`src/rtl/video_timing_pattern.sv`:
```
// Raster timing generator with a selectable RGB test pattern for a TMDS transmitter.
// Every output is registered and describes the pixel addressed by the counters one edge earlier.
`timescale 1ns/1ps
module video_timing_pattern #(
  parameter int unsigned NumColActive   = 640,
  parameter int unsigned NumColFront    = 16,
  parameter int unsigned NumColSync     = 96,
  parameter int unsigned NumColBack     = 48,
  parameter int unsigned NumRowActive   = 480,
  parameter int unsigned NumRowFront    = 10,
  parameter int unsigned NumRowSync     = 2,
  parameter int unsigned NumRowBack     = 33,
  parameter logic        SyncActiveHigh = 1'b0
) (
  input  logic       clk_i,
  input  logic       rst_ni,
  input  logic [1:0] mode_i,
  output logic       de_o,
  output logic       hsync_o,
  output logic       vsync_o,
  output logic [9:0] x_o,
  output logic [9:0] y_o,
  output logic       sof_o,
  output logic [7:0] red_o,
  output logic [7:0] grn_o,
  output logic [7:0] blu_o
);

  localparam int unsigned ColTotal = NumColActive + NumColFront + NumColSync + NumColBack;
  localparam int unsigned RowTotal = NumRowActive + NumRowFront + NumRowSync + NumRowBack;
  localparam int unsigned BarWidth = NumColActive / 8;

  localparam logic [9:0]  ColLast  = 10'(ColTotal - 1);
  localparam logic [9:0]  RowLast  = 10'(RowTotal - 1);
  localparam logic [9:0]  BarLast  = 10'(BarWidth - 1);
  localparam logic [10:0] ColAct   = 11'(NumColActive);
  localparam logic [10:0] RowAct   = 11'(NumRowActive);
  localparam logic [10:0] HsStart  = 11'(NumColActive + NumColFront);
  localparam logic [10:0] HsEnd    = 11'(NumColActive + NumColFront + NumColSync);
  localparam logic [10:0] VsStart  = 11'(NumRowActive + NumRowFront);
  localparam logic [10:0] VsEnd    = 11'(NumRowActive + NumRowFront + NumRowSync);

  if ((ColTotal > 1024) || (RowTotal > 1024)) begin : g_bad_totals
    $error("video_timing_pattern: ColTotal and RowTotal must not exceed 1024");
  end
  if (((NumColActive % 8) != 0) || (NumColActive == 0)) begin : g_bad_active
    $error("video_timing_pattern: NumColActive must be a non-zero multiple of 8");
  end

  function automatic logic [23:0] bar_colour(input logic [2:0] idx);
    logic [23:0] c;
    case (idx)
      3'd0:    c = 24'hFFFFFF;
      3'd1:    c = 24'hFFFF00;
      3'd2:    c = 24'h00FFFF;
      3'd3:    c = 24'h00FF00;
      3'd4:    c = 24'hFF00FF;
      3'd5:    c = 24'hFF0000;
      3'd6:    c = 24'h0000FF;
      3'd7:    c = 24'h000000;
      default: c = 24'h000000;
    endcase
    return c;
  endfunction

  logic [9:0]  col_r, row_r, col_nxt_s, row_nxt_s;
  logic [2:0]  bar_idx_r, bar_idx_nxt_s;
  logic [9:0]  bar_pos_r, bar_pos_nxt_s;
  logic [1:0]  mode_r, mode_eff_s;
  logic [7:0]  frame_r, frame_eff_s;
  logic [10:0] col_ext_s, row_ext_s;
  logic        origin_s, de_s, hs_on_s, vs_on_s;
  logic [23:0] rgb_s;

  // Raster counter advance: column wraps at the line end, row wraps at the frame end.
  always_comb begin
    col_nxt_s = col_r + 10'd1;
    row_nxt_s = row_r;
    if (col_r == ColLast) begin
      col_nxt_s = 10'd0;
      if (row_r == RowLast) begin
        row_nxt_s = 10'd0;
      end else begin
        row_nxt_s = row_r + 10'd1;
      end
    end else begin
      row_nxt_s = row_r;
    end
  end

  // Bar index steps every BarWidth columns, restarting with each line so no divider is needed.
  always_comb begin
    bar_idx_nxt_s = bar_idx_r;
    bar_pos_nxt_s = bar_pos_r + 10'd1;
    if (col_r == ColLast) begin
      bar_idx_nxt_s = 3'd0;
      bar_pos_nxt_s = 10'd0;
    end else if (bar_pos_r == BarLast) begin
      bar_idx_nxt_s = bar_idx_r + 3'd1;
      bar_pos_nxt_s = 10'd0;
    end else begin
      bar_idx_nxt_s = bar_idx_r;
    end
  end

  // Region decode; at the frame origin the freshly sampled mode and next frame count apply at once.
  always_comb begin
    col_ext_s   = {1'b0, col_r};
    row_ext_s   = {1'b0, row_r};
    origin_s    = (col_r == 10'd0) && (row_r == 10'd0);
    de_s        = (col_ext_s < ColAct) && (row_ext_s < RowAct);
    hs_on_s     = (col_ext_s >= HsStart) && (col_ext_s < HsEnd);
    vs_on_s     = (row_ext_s >= VsStart) && (row_ext_s < VsEnd);
    mode_eff_s  = origin_s ? mode_i : mode_r;
    frame_eff_s = origin_s ? (frame_r + 8'd1) : frame_r;
  end

  // Test pattern selection, blanked outside the active region.
  always_comb begin
    rgb_s = 24'h000000;
    if (de_s) begin
      case (mode_eff_s)
        2'd0:    rgb_s = bar_colour(bar_idx_r);
        2'd1:    rgb_s = {col_r[9:2], col_r[9:2], col_r[9:2]};
        2'd2:    rgb_s = (col_r[5] ^ row_r[5]) ? 24'hFFFFFF : 24'h000000;
        2'd3:    rgb_s = {frame_eff_s, 8'h00, ~frame_eff_s};
        default: rgb_s = 24'h000000;
      endcase
    end else begin
      rgb_s = 24'h000000;
    end
  end

  // Counter, mode and frame state.
  always_ff @(posedge clk_i or negedge rst_ni) begin
    if (!rst_ni) begin
      col_r     <= 10'd0;
      row_r     <= 10'd0;
      bar_idx_r <= 3'd0;
      bar_pos_r <= 10'd0;
      mode_r    <= 2'd0;
      frame_r   <= 8'd0;
    end else begin
      col_r     <= col_nxt_s;
      row_r     <= row_nxt_s;
      bar_idx_r <= bar_idx_nxt_s;
      bar_pos_r <= bar_pos_nxt_s;
      mode_r    <= mode_eff_s;
      frame_r   <= frame_eff_s;
    end
  end

  // Output registers, all describing the same pixel.
  always_ff @(posedge clk_i or negedge rst_ni) begin
    if (!rst_ni) begin
      de_o    <= 1'b0;
      hsync_o <= ~SyncActiveHigh;
      vsync_o <= ~SyncActiveHigh;
      x_o     <= 10'd0;
      y_o     <= 10'd0;
      sof_o   <= 1'b0;
      red_o   <= 8'h00;
      grn_o   <= 8'h00;
      blu_o   <= 8'h00;
    end else begin
      de_o    <= de_s;
      hsync_o <= hs_on_s ? SyncActiveHigh : ~SyncActiveHigh;
      vsync_o <= vs_on_s ? SyncActiveHigh : ~SyncActiveHigh;
      x_o     <= col_r;
      y_o     <= row_r;
      sof_o   <= origin_s;
      red_o   <= rgb_s[23:16];
      grn_o   <= rgb_s[15:8];
      blu_o   <= rgb_s[7:0];
    end
  end

endmodule

```
`config.mk`:
```
export PLATFORM = sky130hd
export DESIGN_NAME = video_timing_pattern
export DESIGN_NICKNAME = d
export VERILOG_FILES = /design/src/rtl/video_timing_pattern.sv
export SDC_FILE = /design/constraint.sdc
export NUM_CORES = 1
export LEC_CHECK = 0
export CORE_UTILIZATION = 49
export DETAILED_ROUTE_END_ITERATION = 10
export PLACE_DENSITY = 0.72
export SYNTH_ARGS = -nofsm -noshare
export SYNTH_HDL_FRONTEND = slang
export SYNTH_SLANG_ARGS = --single-unit
```
`constraint.sdc`:
```
create_clock -name clk_i -period 2.1 [get_ports clk_i]
set_input_delay 0.21 -clock clk_i [delete_from_list [all_inputs] [get_ports clk_i]]
set_output_delay 0.21 -clock clk_i [all_outputs]
set_load 0.05 [all_outputs]
```
Yosys cells after proc, flatten, opt, wreduce, memory -nomap -nowiden
Memory sizes are Yosys's and may differ from the RTL's.
Cells that the tools add are included.
- memories kept: 1
- register bits: 91
- ROM bits: 192
- word-level logic and storage cells: 56
- order comparisons: 6
- muxes and demuxes: 13
- bitwise operators: 2
- $add $sub $neg: 5
- reduce and logical (&&, ||, !) cells: 8
- equal/unequal tests: 6
- memories (memory ; depth ; width ; read ports ; clocked after Yosys merged registers in ; write ports ; line ; text):
    (no name shown) ; 8 ; 24 ; 1 ; 0 ; 0 ; 52 ; case (idx)
- operators by type and width (cell ; number):
    24-bit case mux with 4 select lines ; 1
    24-bit 2-to-1 mux ; 2
    10-bit 2-to-1 mux ; 4
    10-bit by 1-bit adder with 10-bit output (second input constant) ; 3
    10-bit equality test (second input constant) ; 2
    10-bit zero test ; 2
    10-bit less-than comparator (second input constant) ; 2
    10-bit by 9-bit less-than comparator with 1-bit output (second input constant) ; 2
    10-bit by 7-bit equality test with 1-bit output (second input constant) ; 1
    10-bit greater-or-equal comparator (second input constant) ; 1
    10-bit by 9-bit greater-or-equal comparator with 1-bit output (second input constant) ; 1
    8-bit by 1-bit adder with 8-bit output (second input constant) ; 1
    8-bit 2-to-1 mux ; 1
    8-bit NOT ; 1
    3-bit 2-to-1 mux ; 2
    2-bit equality test (second input constant) ; 2
    1-bit logical AND ; 4
    3-bit by 1-bit adder with 3-bit output (second input constant) ; 1
    2-bit by 1-bit equality test with 1-bit output (second input constant) ; 1
    2-bit zero test ; 1
    1-bit 2-to-1 mux ; 2
    2-bit 2-to-1 mux ; 1
    2-bit nonzero test ; 1
    1-bit XOR ; 1

Depth between registers and ports, before layout
- depth in word-level cells: 6
- gate-level depth with buffers: 10
- gate-level depth less buffers: 8

Least setup slack after synthesis
Ideal clock, no wire load.
- kind: register to register
- from: register col_r[5]
- to: register red_o[5]
- setup slack: -0.111 ns
- cell stages (with the launch flop): 10
- clock period less this slack: 2.211 ns
- arrival time: 2.133 ns
- cells stage by stage: dfrtp_1 > buf_6 > or2_1 > buf_6 > or4_4 > buf_6 > o21ai_2 > a21boi_4 > o21ai_2 > a21oi_1
- cells in the longest elaborated chain, start to end: 6
- elaborated cells on any way between the ends: 14
- RTL lines (item ; line ; text):
    start: declaration ; 66 ; logic [9:0] col_r, row_r, col_nxt_s, row_nxt_s;
    start signal: assignment ; 144 ; col_r <= col_nxt_s;
    10-bit zero test ; 110 ; origin_s = (col_r == 10'd0) && (row_r == 10'd0);
    1-bit logical AND ; 110 ;
    2-bit 2-to-1 mux ; 114 ; mode_eff_s = origin_s ? mode_i : mode_r;
    2-bit equality test, or another cell as far along ; 122 ; case (mode_eff_s)
    24-bit case mux with 4 select lines ; 122 ;
    24-bit 2-to-1 mux (*) ; 121 ; if (de_s) begin
    named net rgb_s[21] ; 73 ; logic [23:0] rgb_s;
    end signal: assignment ; 172 ; red_o <= rgb_s[23:16];
    end: declaration ; 24 ; output logic [7:0] red_o,
Mark *: on every way through the listed nets, which the timed path passes. The rest lies on a longest branch.
A chain may end at the register's enable or synchronous reset.

Worst setup path after layout
- from: register col_r[6]
- to: register blu_o[2]
- cells in the longest elaborated chain, start to end: 6
- elaborated cells on any way between the ends: 13
- RTL lines (item ; line ; text):
    10-bit zero test ; 110 ;
    1-bit logical AND ; 110 ;
    2-bit 2-to-1 mux / 8-bit 2-to-1 mux (equally long branches) ; 114, 115 ;
    2-bit equality test, or another cell as far along ; 122 ;
    24-bit case mux with 4 select lines ; 122 ;
    24-bit 2-to-1 mux (*) ; 121 ;
    named net rgb_s[2] ; 73 ;
    end signal: assignment ; 174 ; blu_o <= rgb_s[7:0];
    end: declaration ; 26 ; output logic [7:0] blu_o
Marks and branches as above.

==> metrics list <==
* Outcome: complete, but fails checks
* Violations in the final reports: negative setup slack
* Sort of element at the start of the critical path: flip-flop
* Horizontal die dimension: 91.0 µm
* Detailed Place HPWL: 5.94 mm
- Synth async-reset ratio: 100%
* Classification of the worst-slack hold path: in2async
* Global-route total usage across every layer: 23.2%
- Once the floorplan was initialized, standard cells occupied 50.5% of the core.
- In this run the tool buffered the top-level ports with 51 buffer cells.
* Vias in the first global route: 2911
- GPL Wtd Cong: 0.893
- The number of nets in the synthesized netlist is 351.
* Setup WS post-layout: -0.0646 ns
* Number of clock sinks: 91
* Post-synthesis cell type count: 53
- Clk_lat worst skew: 0.35 ns
- Clock-pin slew was measured on the worst setup and hold paths at 0.09 ns.
* Max Transition Viols Final: 0
- Violation count after the first detailed-route iteration: 124
- Max-capacitance violation count: 0
- The total overflow left after global routing is 0.
* Routed vias/inst: 5.25
* Top cells by area in the synthesized netlist: dfrtp_1 (57%), nor2_1 (3.9%), xnor2_1 (3.6%), xor2_1 (2.7%), ha_1 (2.3%)
- In this run the mean area of a mapped cell was 11.4 µm².
- TritonCTS built the clock tree.
- Yosys mapped a number of flops with a built-in enable equal to 0.
* Critical Path Sink Type: flip-flop
- Maximum vdd drop: 0.327 mV
* Share of the synthesized area in the top cell type: 57.4%
- Clock tree synthesis inserted a total of 9 buffers.
- The routed layout has 2924 vias.
- Share of the clock period used by the worst path after layout: 103%
- In this run the count of I/O pins placed on the die edge is 52.
- After Yosys synthesis, and, or, nand and nor cells account for 18.4% of the synthesized area.
- Post-route minimum period: 2.16 ns
- Detailed route wirelength on metal3: 325 µm
* Max Clock Skew: 0.00879 ns
* Warnings from Yosys: 0
- Areal power density over the cells: 606 mW/mm²
- 0 antenna diodes ended up in the layout.
* Mux contribution to synthesized area: 0.516%
- After technology mapping, the gate count stands at 340.
- For this block, wires on met1 add up to 3.98 mm.
* Primary FF master, synth: dfrtp_1
- Of all nets on the critical path, the largest fanout is 6.
* Initial antenna violation count: 0
- Final number of setup-violating endpoints: 20
- The worst setup path is of the reg2reg kind.
* Highest routed layer: met4
- Required time of the worst setup path: 2.38 ns
- Setup repair after global routing could not meet its margin everywhere.
* Row Count: 32
- Pin count of the biggest net entering global routing: 44
- Once placement completed, the tool counted placed cells totaling 528.
- In the final routed layout, each cell accounts on average for 16.3 µm.
- The H-tree was split into 3 levels.
* Actual transition at the worst max-transition pin: 0.512 ns
- The synthesized design spends more area on one cell type than any other, namely dfrtp_1.
* Post-synthesis cell area: 0.00388 mm²
- The net count of the finished layout is 461.
- Prior to clock tree synthesis, the placed netlist has a worst setup slack of -0.107 ns.
- Clk Tree Root Cell: clkbuf_8
- Worst slew margin: 65.5%
- Non-filler instance count after layout: 557
- The die covers 0.00828 mm².
- Routed Antenna Nets: 0
- Detailed-route wire length: 9.06 mm
* Core area: 0.00769 mm²
* Fraction of final layout cells with drive strength greater than 1: 29.0%
- Detailed-routed wire length on met2: 4.55 mm
* Sequential share of the synthesized area: 58.8%
* Area fraction in compound gates after synthesis: 9.61%
- Measured in cells, the most critical reg-to-reg path has a length of 9.
- Syn-to-layout area delta: 40.1%
* Arrival @ worst endpoint: 2.44 ns
- Global-route wire length before repair: 14.9 mm
* Peak clock frequency supported by timing: 0.462 GHz
- The total count of hold-check failures in the final report is 0.
- After Yosys synthesis, full adders, half adders and majority gates account for 2.26% of the synthesized area.
- Synthesis inferred 91 register bits.
* Die outline height: 91.0 µm
- Summed over all cells, the static leakage comes to 2.50 nW.
* Maximum count of clock buffers along a single path: 2
- Xor-xnor portion of the synthesized cell area: 7.16%
* Dominant combinational cell family by area after synthesis: simple AND/OR/NAND/NOR gates
- 1st-pass router iterations: 4
* Final routed DRC violation total: 0
==> cell usage in the layout (no fill, tap or decap), types with 7 or more instances in the layout <==
| master | count |
|---|---|
| buf_4 | 51 |
| nand2_1 | 21 |
| dfrtp_1 | 89 |
| o21ai_0 | 13 |
| xor2_1 | 11 |
| o21ai_4 | 8 |
| a21oi_2 | 9 |
| a21oi_1 | 8 |
| xnor2_1 | 14 |
| clkbuf_8 | 10 |
| nor2_1 | 37 |
| inv_1 | 14 |
| and3_1 | 7 |
| clkdlybuf4s50_1 | 50 |
| nand3_1 | 14 |
==> sequential cells by signal (all words and copies together), names as in the netlist <==
| name | cells |
|---|---|
| bar_pos_r | 10 |
| col_r | 10 |
| row_r | 10 |
| x_o | 10 |
| y_o | 10 |
| blu_o | 8 |
| frame_r | 8 |
| grn_o | 8 |
| red_o | 8 |
| bar_idx_r | 3 |
| mode_r | 2 |
| de_o | 1 |
| hsync_o | 1 |
| sof_o | 1 |
| vsync_o | 1 |
==> per-layer routing <==
layer / track usage, % / vias up
li1: - / 1379
met1: 32.4 / 1461
met2: 37.2 / 64
met3: 4.27 / 20
met4: 7.28 / 0
met5: 0 / -
==> worst paths after layout <==
path / from / to / slack (ns)
setup / recovery: col_r[6]$_DFF_PN0_ / blu_o[2]$_DFF_PN0_ / -0.06
hold / removal: rst_ni / blu_o[2]$_DFF_PN0_ / 0.33
setup reg to reg: col_r[6]$_DFF_PN0_ / blu_o[2]$_DFF_PN0_ / -0.06
hold reg to reg: bar_pos_r[0]$_DFF_PN0_ / bar_pos_r[0]$_DFF_PN0_ / 0.46
max in group asynchronous: rst_ni / hsync_o$_DFF_PN1_ / 1.12
min in group clk_i: bar_pos_r[0]$_DFF_PN0_ / bar_pos_r[0]$_DFF_PN0_ / 0.46
==> cells by family after synthesis <==
group | count (synthesis)
AOI/OAI and AO/OA | 56
xor gates and xnor gates | 30
adders and majority gates | 7
buffers and inverters | 26
DFF | 91
muxes | 2
and+or+nand+nor | 128
==> worst max-delay path: stages, from the launching register on <==
cell	delay [ns]
dfrtp_1	0.38
or2_1	0.27
buf_4	0.18
nor4_2	0.40
nand2b_4	0.10
buf_4	0.17
o21ai_2	0.21
buf_6	0.18
nand2b_4	0.06
a21oi_2	0.15
==> power by group <==
| group | total (mW) | switching, mW | internal [mW] |
|---|---|---|---|
| Sequential | 1.79 | 0.0119 | 1.78 |
| Clock | 1.18 | 0.600 | 0.582 |
| Combinational | 0.317 | 0.210 | 0.106 |
| Total | 3.29 | 0.822 | 2.47 |
==> area by class of cell <==
| class | instances | area [µm²] |
|---|---|---|
| clock buffers | 10 | 138 |
| clock inverters | 6 | 65.1 |
| fillers | 541 | 2250 |
| inverters | 14 | 52.6 |
| multi-input cells | 224 | 1770 |
| flip-flops and latches | 91 | 2280 |
| well taps | 102 | 128 |
| repair buffers | 110 | 1000 |
==> cell usage after synthesis, drive strengths merged, types with 6 or more instances <==
| cell type | count |
|---|---|
| inv | 14 |
| dfrtp | 89 |
| xnor2 | 16 |
| nand4 | 6 |
| nor4 | 9 |
| nand2 | 22 |
| buf | 6 |
| nand2b | 9 |
| nor2 | 40 |
| ha | 7 |
| clkbuf | 6 |
| xor2 | 14 |
| o21ai | 23 |
| a21oi | 18 |
| and3 | 7 |
| nand3 | 14 |
==> what timing repair did <==
item / CTS / global route
pin swaps: 9 / 19
gates resized for setup: 24 / 36
endpoints found under the hold margin: 30 / 0
hold buffers: 1 / 0
endpoints found under the setup margin: 26 / 30
setup buffers: 8 / 5
gates cloned: 1 / 1
==> metrics by stage <==
stage / setup TNS, ns / utilization (%) / hold slack, ns / total power [mW] / cell area, µm²
3_3_place_gp: -0.496 / 62.7 / 0.169 / 2.10 / 4820
4_1_cts: -0.197 / 67.9 / 0.329 / 3.31 / 5220
6_report: -0.608 / 70.7 / 0.328 / 3.29 / 5430
3_5_place_dp: -1.61 / 62.7 / 0.169 / 2.11 / 4820
2_1_floorplan: -0.914 / - / -0.0856 / 1.98 / 3880
5_1_grt: -2.83 / 70.7 / 0.358 / 3.43 / 5430
(Power assumes the default switching activity.)
